==> src/rtl/varredura_display7seg.sv <==
// Multiplexed 7-segment scan controller: one shared decoder, blanking gap between
// digits, double-buffered digit codes. Optional macro: LEADING_ZERO_BLANK_EN.
//
// state | meaning
// IDLE  | display off, waiting for enable
// BLANK | all digits off for BLANK_CYCLES (anti-ghosting gap)
// SHOW  | digit idx lit for DIV_MAX+1 cycles
module varredura_display7seg #(
  parameter int NUM_DIGITS   = 4,
  parameter int DIV_WIDTH    = 16,
  parameter int DIV_MAX      = 4999,
  parameter int BLANK_CYCLES = 2
) (
  input  logic                    clk,
  input  logic                    reset_n,
  input  logic                    enable,
  input  logic                    load,
  input  logic [4*NUM_DIGITS-1:0] digits,
  output logic [6:0]              seg,
  output logic [NUM_DIGITS-1:0]   an,
  output logic                    frame_start
);

  localparam int IDX_W = $clog2(NUM_DIGITS);
  localparam logic [IDX_W-1:0]     IDX_LAST   = IDX_W'(NUM_DIGITS - 1);
  localparam logic [DIV_WIDTH-1:0] DWELL_LOAD = DIV_WIDTH'(DIV_MAX);
  localparam logic [DIV_WIDTH-1:0] BLANK_LOAD = DIV_WIDTH'(BLANK_CYCLES - 1);

  typedef enum logic [1:0] {IDLE, BLANK, SHOW} state_t;

  state_t                         state_q, state_nxt;
  logic [IDX_W-1:0]               idx_q, idx_nxt;
  logic [DIV_WIDTH-1:0]           cnt_q, cnt_nxt;
  logic [NUM_DIGITS-1:0][3:0]     pending_q, shadow_q;
  logic                           dirty_q;
  logic [6:0]                     seg_nxt;
  logic [NUM_DIGITS-1:0]          an_nxt;
  logic                           frame_start_nxt;
  logic                           frame_edge;
  logic [NUM_DIGITS-1:0]          upper_zero;
  logic                           lz_blank;

  function automatic logic [6:0] decode(input logic [3:0] code);
    case (code)
      4'd0:    decode = 7'b1111110;
      4'd1:    decode = 7'b0110000;
      4'd2:    decode = 7'b1101101;
      4'd3:    decode = 7'b1111001;
      4'd4:    decode = 7'b0110011;
      4'd5:    decode = 7'b1011011;
      4'd6:    decode = 7'b1011111;
      4'd7:    decode = 7'b1110000;
      4'd8:    decode = 7'b1111111;
      4'd9:    decode = 7'b1111011;
      default: decode = 7'b0000001;
    endcase
  endfunction

  // upper_zero[i]: digit i and every more-significant digit hold code 0
  always_comb begin
    upper_zero = '0;
    upper_zero[NUM_DIGITS-1] = (shadow_q[NUM_DIGITS-1] == 4'd0);
    for (int i = NUM_DIGITS - 2; i >= 0; i--) begin
      upper_zero[i] = upper_zero[i+1] && (shadow_q[i] == 4'd0);
    end
  end

  always_comb begin
    state_nxt = state_q;
    idx_nxt   = idx_q;
    cnt_nxt   = cnt_q;
    if (!enable) begin
      state_nxt = IDLE;
      idx_nxt   = '0;
      cnt_nxt   = '0;
    end else begin
      case (state_q)
        IDLE: begin
          state_nxt = BLANK;
          idx_nxt   = '0;
          cnt_nxt   = BLANK_LOAD;
        end
        BLANK: begin
          if (cnt_q == '0) begin
            state_nxt = SHOW;
            cnt_nxt   = DWELL_LOAD;
          end else begin
            cnt_nxt = cnt_q - DIV_WIDTH'(1);
          end
        end
        SHOW: begin
          if (cnt_q == '0) begin
            state_nxt = BLANK;
            cnt_nxt   = BLANK_LOAD;
            idx_nxt   = (idx_q == IDX_LAST) ? '0 : idx_q + IDX_W'(1);
          end else begin
            cnt_nxt = cnt_q - DIV_WIDTH'(1);
          end
        end
        default: begin
          state_nxt = IDLE;
          idx_nxt   = '0;
          cnt_nxt   = '0;
        end
      endcase
    end

    frame_edge      = (state_nxt == BLANK) && (state_q != BLANK) && (idx_nxt == '0);
    frame_start_nxt = (state_q == BLANK) && (state_nxt == SHOW) && (idx_nxt == '0);

`ifdef LEADING_ZERO_BLANK_EN
    lz_blank = upper_zero[idx_nxt] && (idx_nxt != '0);
`else
    lz_blank = 1'b0;
`endif

    an_nxt  = '0;
    seg_nxt = '0;
    if (state_nxt == SHOW) begin
      an_nxt[idx_nxt] = 1'b1;
      seg_nxt         = lz_blank ? 7'b0000000 : decode(shadow_q[idx_nxt]);
    end
  end

  always_ff @(posedge clk) begin
    if (!reset_n) begin
      state_q     <= IDLE;
      idx_q       <= '0;
      cnt_q       <= '0;
      pending_q   <= '0;
      shadow_q    <= '0;
      dirty_q     <= 1'b0;
      seg         <= '0;
      an          <= '0;
      frame_start <= 1'b0;
    end else begin
      state_q     <= state_nxt;
      idx_q       <= idx_nxt;
      cnt_q       <= cnt_nxt;
      seg         <= seg_nxt;
      an          <= an_nxt;
      frame_start <= frame_start_nxt;
      if (load) pending_q <= digits;
      // Frame boundary: a coincident load bypasses pending so the newest data wins
      if (frame_edge) begin
        if (load)         shadow_q <= digits;
        else if (dirty_q) shadow_q <= pending_q;
        dirty_q <= 1'b0;
      end else if (load) begin
        dirty_q <= 1'b1;
      end
    end
  end

endmodule
==> config.mk <==
export PLATFORM = sky130hd
export DESIGN_NAME = varredura_display7seg
export DESIGN_NICKNAME = d
export VERILOG_FILES = /design/src/rtl/varredura_display7seg.sv
export SDC_FILE = /design/constraint.sdc
export NUM_CORES = 1
export LEC_CHECK = 0
export BUFFER_PORTS_ARGS = -buffer_cell sky130_fd_sc_hd__buf_2
export CAP_MARGIN = 25
export CORE_AREA = 2 2 80 74
export CTS_BUF_LIST = sky130_fd_sc_hd__clkbuf_8
export CTS_CLUSTER_SIZE = 8
export DETAILED_ROUTE_END_ITERATION = 8
export DIE_AREA = 0 0 82 76
export PLACE_DENSITY = 0.84
export SLEW_MARGIN = 0
export SYNTH_ARGS = -nofsm -noshare
export SYNTH_HDL_FRONTEND = slang
export SYNTH_SLANG_ARGS = --single-unit
==> constraint.sdc <==
create_clock -name clk -period 3.5 [get_ports clk]
set_input_delay 0.35 -clock clk [delete_from_list [all_inputs] [get_ports clk]]
set_output_delay 0.35 -clock clk [all_outputs]
set_load 0.005 [all_outputs]
==> impl_metrics.json <==
{
  "outcome": "finished clean",
  "final_antenna_net_count": 0,
  "synth.ff_latch_count": 65,
  "power.share.switching_pct": 31.6,
  "ys_dominant_reg_cell": "sky130_fd_sc_hd__dfxtp_1",
  "seq_power_share_pct": 42.5,
  "slew_at_the_pin_with_the_worst_max_slew_slack_ns": 0.927,
  "worst_ep_required_time_ns": 3.76,
  "power.share.combinational_pct": 25.2,
  "total_leakage_power_nw": 1.43,
  "clock_slew_at_the_register_clock_pins_of_the_worst_setup_and_hold_paths_ns": 0.08,
  "drt_pass1_iterations": 4,
  "layout.area.seq_um2": 1300,
  "grt_pass1_wl_mm": 9.62,
  "cts.sinks": 65,
  "timing_worst_setup_path_type": "reg2reg",
  "drc_errors": 0,
  "grt_max_degree": 37,
  "arrival_ns": 3.63,
  "die_w_um": 82,
  "slew_violations": 0,
  "first_global_vias": 2099,
  "number_of_antenna_violations_at_the_first_check_in_global_routing": 0,
  "routabilityCongestion": 0.876,
  "cts.root.buffer_cell": "sky130_fd_sc_hd__clkbuf_8",
  "design.portCount": 32,
  "intPower_mw": 1.37,
  "finalWorstSetupSlack_ns": 0.130,
  "grt.total_usage_pct": 20.1,
  "relSlewSlack_pct": 37.8,
  "mostFrequentLayoutCell": "sky130_fd_sc_hd__dfxtp_1",
  "synth_async_sr_flop_share_pct": 0,
  "final_nets": 370,
  "worst_min_delay_path_class": "in2reg",
  "port_buffers": 31,
  "final_util_pct": 60.8,
  "placementRows": 26,
  "clock_skew_ns": 0.00788,
  "yosysSeqAreaShare_pct": 46.2,
  "synth_enable_flop_cells": 0,
  "die_h_um": 76,
  "max_clock_freq_mhz": 297,
  "final_wl_mm": 5.79,
  "switching_power_uw": 631,
  "final_layout_size_suffix_gt1_share_pct": 20.7,
  "vdd_ir_drop_max_v": 0.000377,
  "n_antenna_cell": 0,
  "initial_utilization_pct": 51.5,
  "syn2layout_area_growth_pct": 18.0,
  "post_synth_instance_area_um2": 2820,
  "fp.coreArea_um2": 5470,
  "setup-violations-final": 0,
  "drt_iter0_drc": 151,
  "drt_wl_cell_um": 14.0,
  "place.detailed.hpwl_mm": 4.03,
  "hold_violations": 0,
  "yosysWarningCount": 0,
  "cp-start-kind": "flip-flop",
  "power_density_nw_per_um2": 602,
  "tritoncts": "built",
  "globalRouteOverflowTotal": 0,
  "vias": 2265,
  "layout_worst_path_cycle_share_pct": 96.3,
  "power.share.clock_pct": 32.3,
  "post-synth-top-area-cell": "sky130_fd_sc_hd__dfxtp_1",
  "cells_after_synthesis": 300,
  "die_area_um2": 6230,
  "max_cap_violations": 0,
  "synth_largest_type_area_fraction_pct": 46.2,
  "main_area_contributors_after_synthesis": "sky130_fd_sc_hd__dfxtp_1 (46%), sky130_fd_sc_hd__nor2_1 (8.1%), sky130_fd_sc_hd__mux2i_1 (7.5%), sky130_fd_sc_hd__ha_1 (5.3%), sky130_fd_sc_hd__a211oi_1 (4.3%)",
  "commonest_cells_after_routing_fill_and_taps_aside": "sky130_fd_sc_hd__dfxtp_1 (65), sky130_fd_sc_hd__nor2_1 (61), sky130_fd_sc_hd__buf_2 (31)",
  "final_critical_delay_including_setup_and_external_delays_ns": 3.37,
  "synthesized_nets": 332,
  "vias_per_cell": 5.48,
  "cts-buffers-inserted": 9,
  "total_power_consumption_mw": 2.00,
  "avgSynthCellArea_um2": 9.38,
  "multi_input_area_um2": 1440,
  "insertion_delay_ns": 0.35,
  "kind_of_end_point_of_the_critical_path": "flip-flop",
  "critical_path.max_fanout": 11,
  "yosysUniqueCellTypes": 48,
  "htree_levels": 3,
  "nFillCells": 465,
  "worst_hold_slack_ns": 0.262,
  "cts.path.max_buffers": 2,
  "place_ws_ns": 0.0920
}
registers in the layout, summed over array words and instances, names as in the netlist:
signal       cells
an               4
frame_start      1
idx_q            2
seg              7
pending_q       16
shadow_q        16
cnt_q           16
dirty_q          1
state_q          2
what timing repair did:
| item | in CTS | in global routing |
|---|---|---|
| endpoints found under the hold margin | 0 | 0 |
| buffers inserted | 0 | 3 |
| hold buffers | 0 | 0 |
| gates resized for setup | 0 | 5 |
| endpoints found under the setup margin | 0 | 7 |
final cells by class:
type	count	share of cell area, %
tap	70	2.64
inverter	13	1.47
timing repair buffer	41	7.30
clock inverter	7	2.37
multi-input combinational	208	43.3
clock buffer	9	3.73
sequential	65	39.2
kinds of logic (layout without fill, tap and decap cells):
kind of cell	after synthesis	in the layout	synth area share, %
mux	25	25	9.20
fa+ha+maj	12	12	5.33
compound gates	52	52	14.0
buf+inv	27	70	4.00
flops	65	65	46.2
xor+xnor	13	13	4.04
simple gates	106	106	17.2
power by group through the flow:
stage	registers (mW)	clock network, mW	logic [mW]
2_1_floorplan	0.852	0	0.369
3_3_place_gp	0.860	0	0.444
3_5_place_dp	0.865	0	0.459
4_1_cts	0.849	0.663	0.464
5_1_grt	0.857	0.698	0.559
6_report	0.851	0.645	0.504
routing by layer:
layer | wire length (µm) | GRT usage (%) | vias up | part of all wire (%)
met4 | 127 | 8.33 | 0 | 2.2
li1 | - | - | 1141 | -
met1 | 2690 | 26.2 | 1048 | 46
met2 | 2570 | 29.4 | 64 | 44
met3 | 405 | 8.06 | 12 | 7.0
met5 | 0 | 0 | - | 0
per-stage QoR:
| stage | instances | cell area, µm² | TNS [ns] |
|---|---|---|---|
| floorplan | 300 | 2820 | 0 |
| global placement | 394 | 3070 | 0 |
| detailed placement | 394 | 3070 | 0 |
| CTS | 410 | 3270 | 0 |
| global route | 413 | 3320 | -0.00330 |
| finish | 413 | 3320 | 0 |
critical path, stage by stage, from the launching register on:
cell                      delay (ns)
sky130_fd_sc_hd__dfxtp_1        0.35
sky130_fd_sc_hd__or4_1          0.66
sky130_fd_sc_hd__or4_4          0.70
sky130_fd_sc_hd__o211a_4        0.32
sky130_fd_sc_hd__mux2_4         0.31
sky130_fd_sc_hd__a221o_1        0.40
sky130_fd_sc_hd__or2_1          0.31
sky130_fd_sc_hd__o32ai_1        0.22
cell usage after synthesis (2+ instances only):
master	count
sky130_fd_sc_hd__o2111ai_1	4
sky130_fd_sc_hd__xnor2_1	9
sky130_fd_sc_hd__or4_1	3
sky130_fd_sc_hd__o221ai_2	2
sky130_fd_sc_hd__o41ai_1	2
sky130_fd_sc_hd__nor4_1	4
sky130_fd_sc_hd__nand3b_1	2
sky130_fd_sc_hd__a211oi_1	16
sky130_fd_sc_hd__mux2i_1	21
sky130_fd_sc_hd__or3_1	2
sky130_fd_sc_hd__mux2_2	2
sky130_fd_sc_hd__a21oi_1	9
sky130_fd_sc_hd__nor3_1	10
sky130_fd_sc_hd__ha_1	12
sky130_fd_sc_hd__dfxtp_1	65
sky130_fd_sc_hd__and2_1	2
sky130_fd_sc_hd__o221ai_1	2
sky130_fd_sc_hd__inv_1	12
sky130_fd_sc_hd__nand2_1	12
sky130_fd_sc_hd__nor3b_1	2
sky130_fd_sc_hd__buf_2	3
sky130_fd_sc_hd__o21ai_1	4
sky130_fd_sc_hd__nand3_1	2
sky130_fd_sc_hd__clkbuf_1	9
sky130_fd_sc_hd__o32ai_1	2
sky130_fd_sc_hd__o22ai_1	2
sky130_fd_sc_hd__nor2_1	61
sky130_fd_sc_hd__xor2_1	4
path summary, 6_finish.rpt:
kind,startpoint,end,slack [ns],cells after the start
max,cnt_q[2]$_SDFF_PN0_,seg[1]$_SDFF_PN0_,0.13,7
min reg2reg,pending_q[6]$_SDFFE_PN0P_,pending_q[6]$_SDFFE_PN0P_,0.49,2
min,digits[11],pending_q[11]$_SDFFE_PN0P_,0.26,3
max reg2reg,cnt_q[2]$_SDFF_PN0_,seg[1]$_SDFF_PN0_,0.13,7
(Power assumes the default switching activity.)
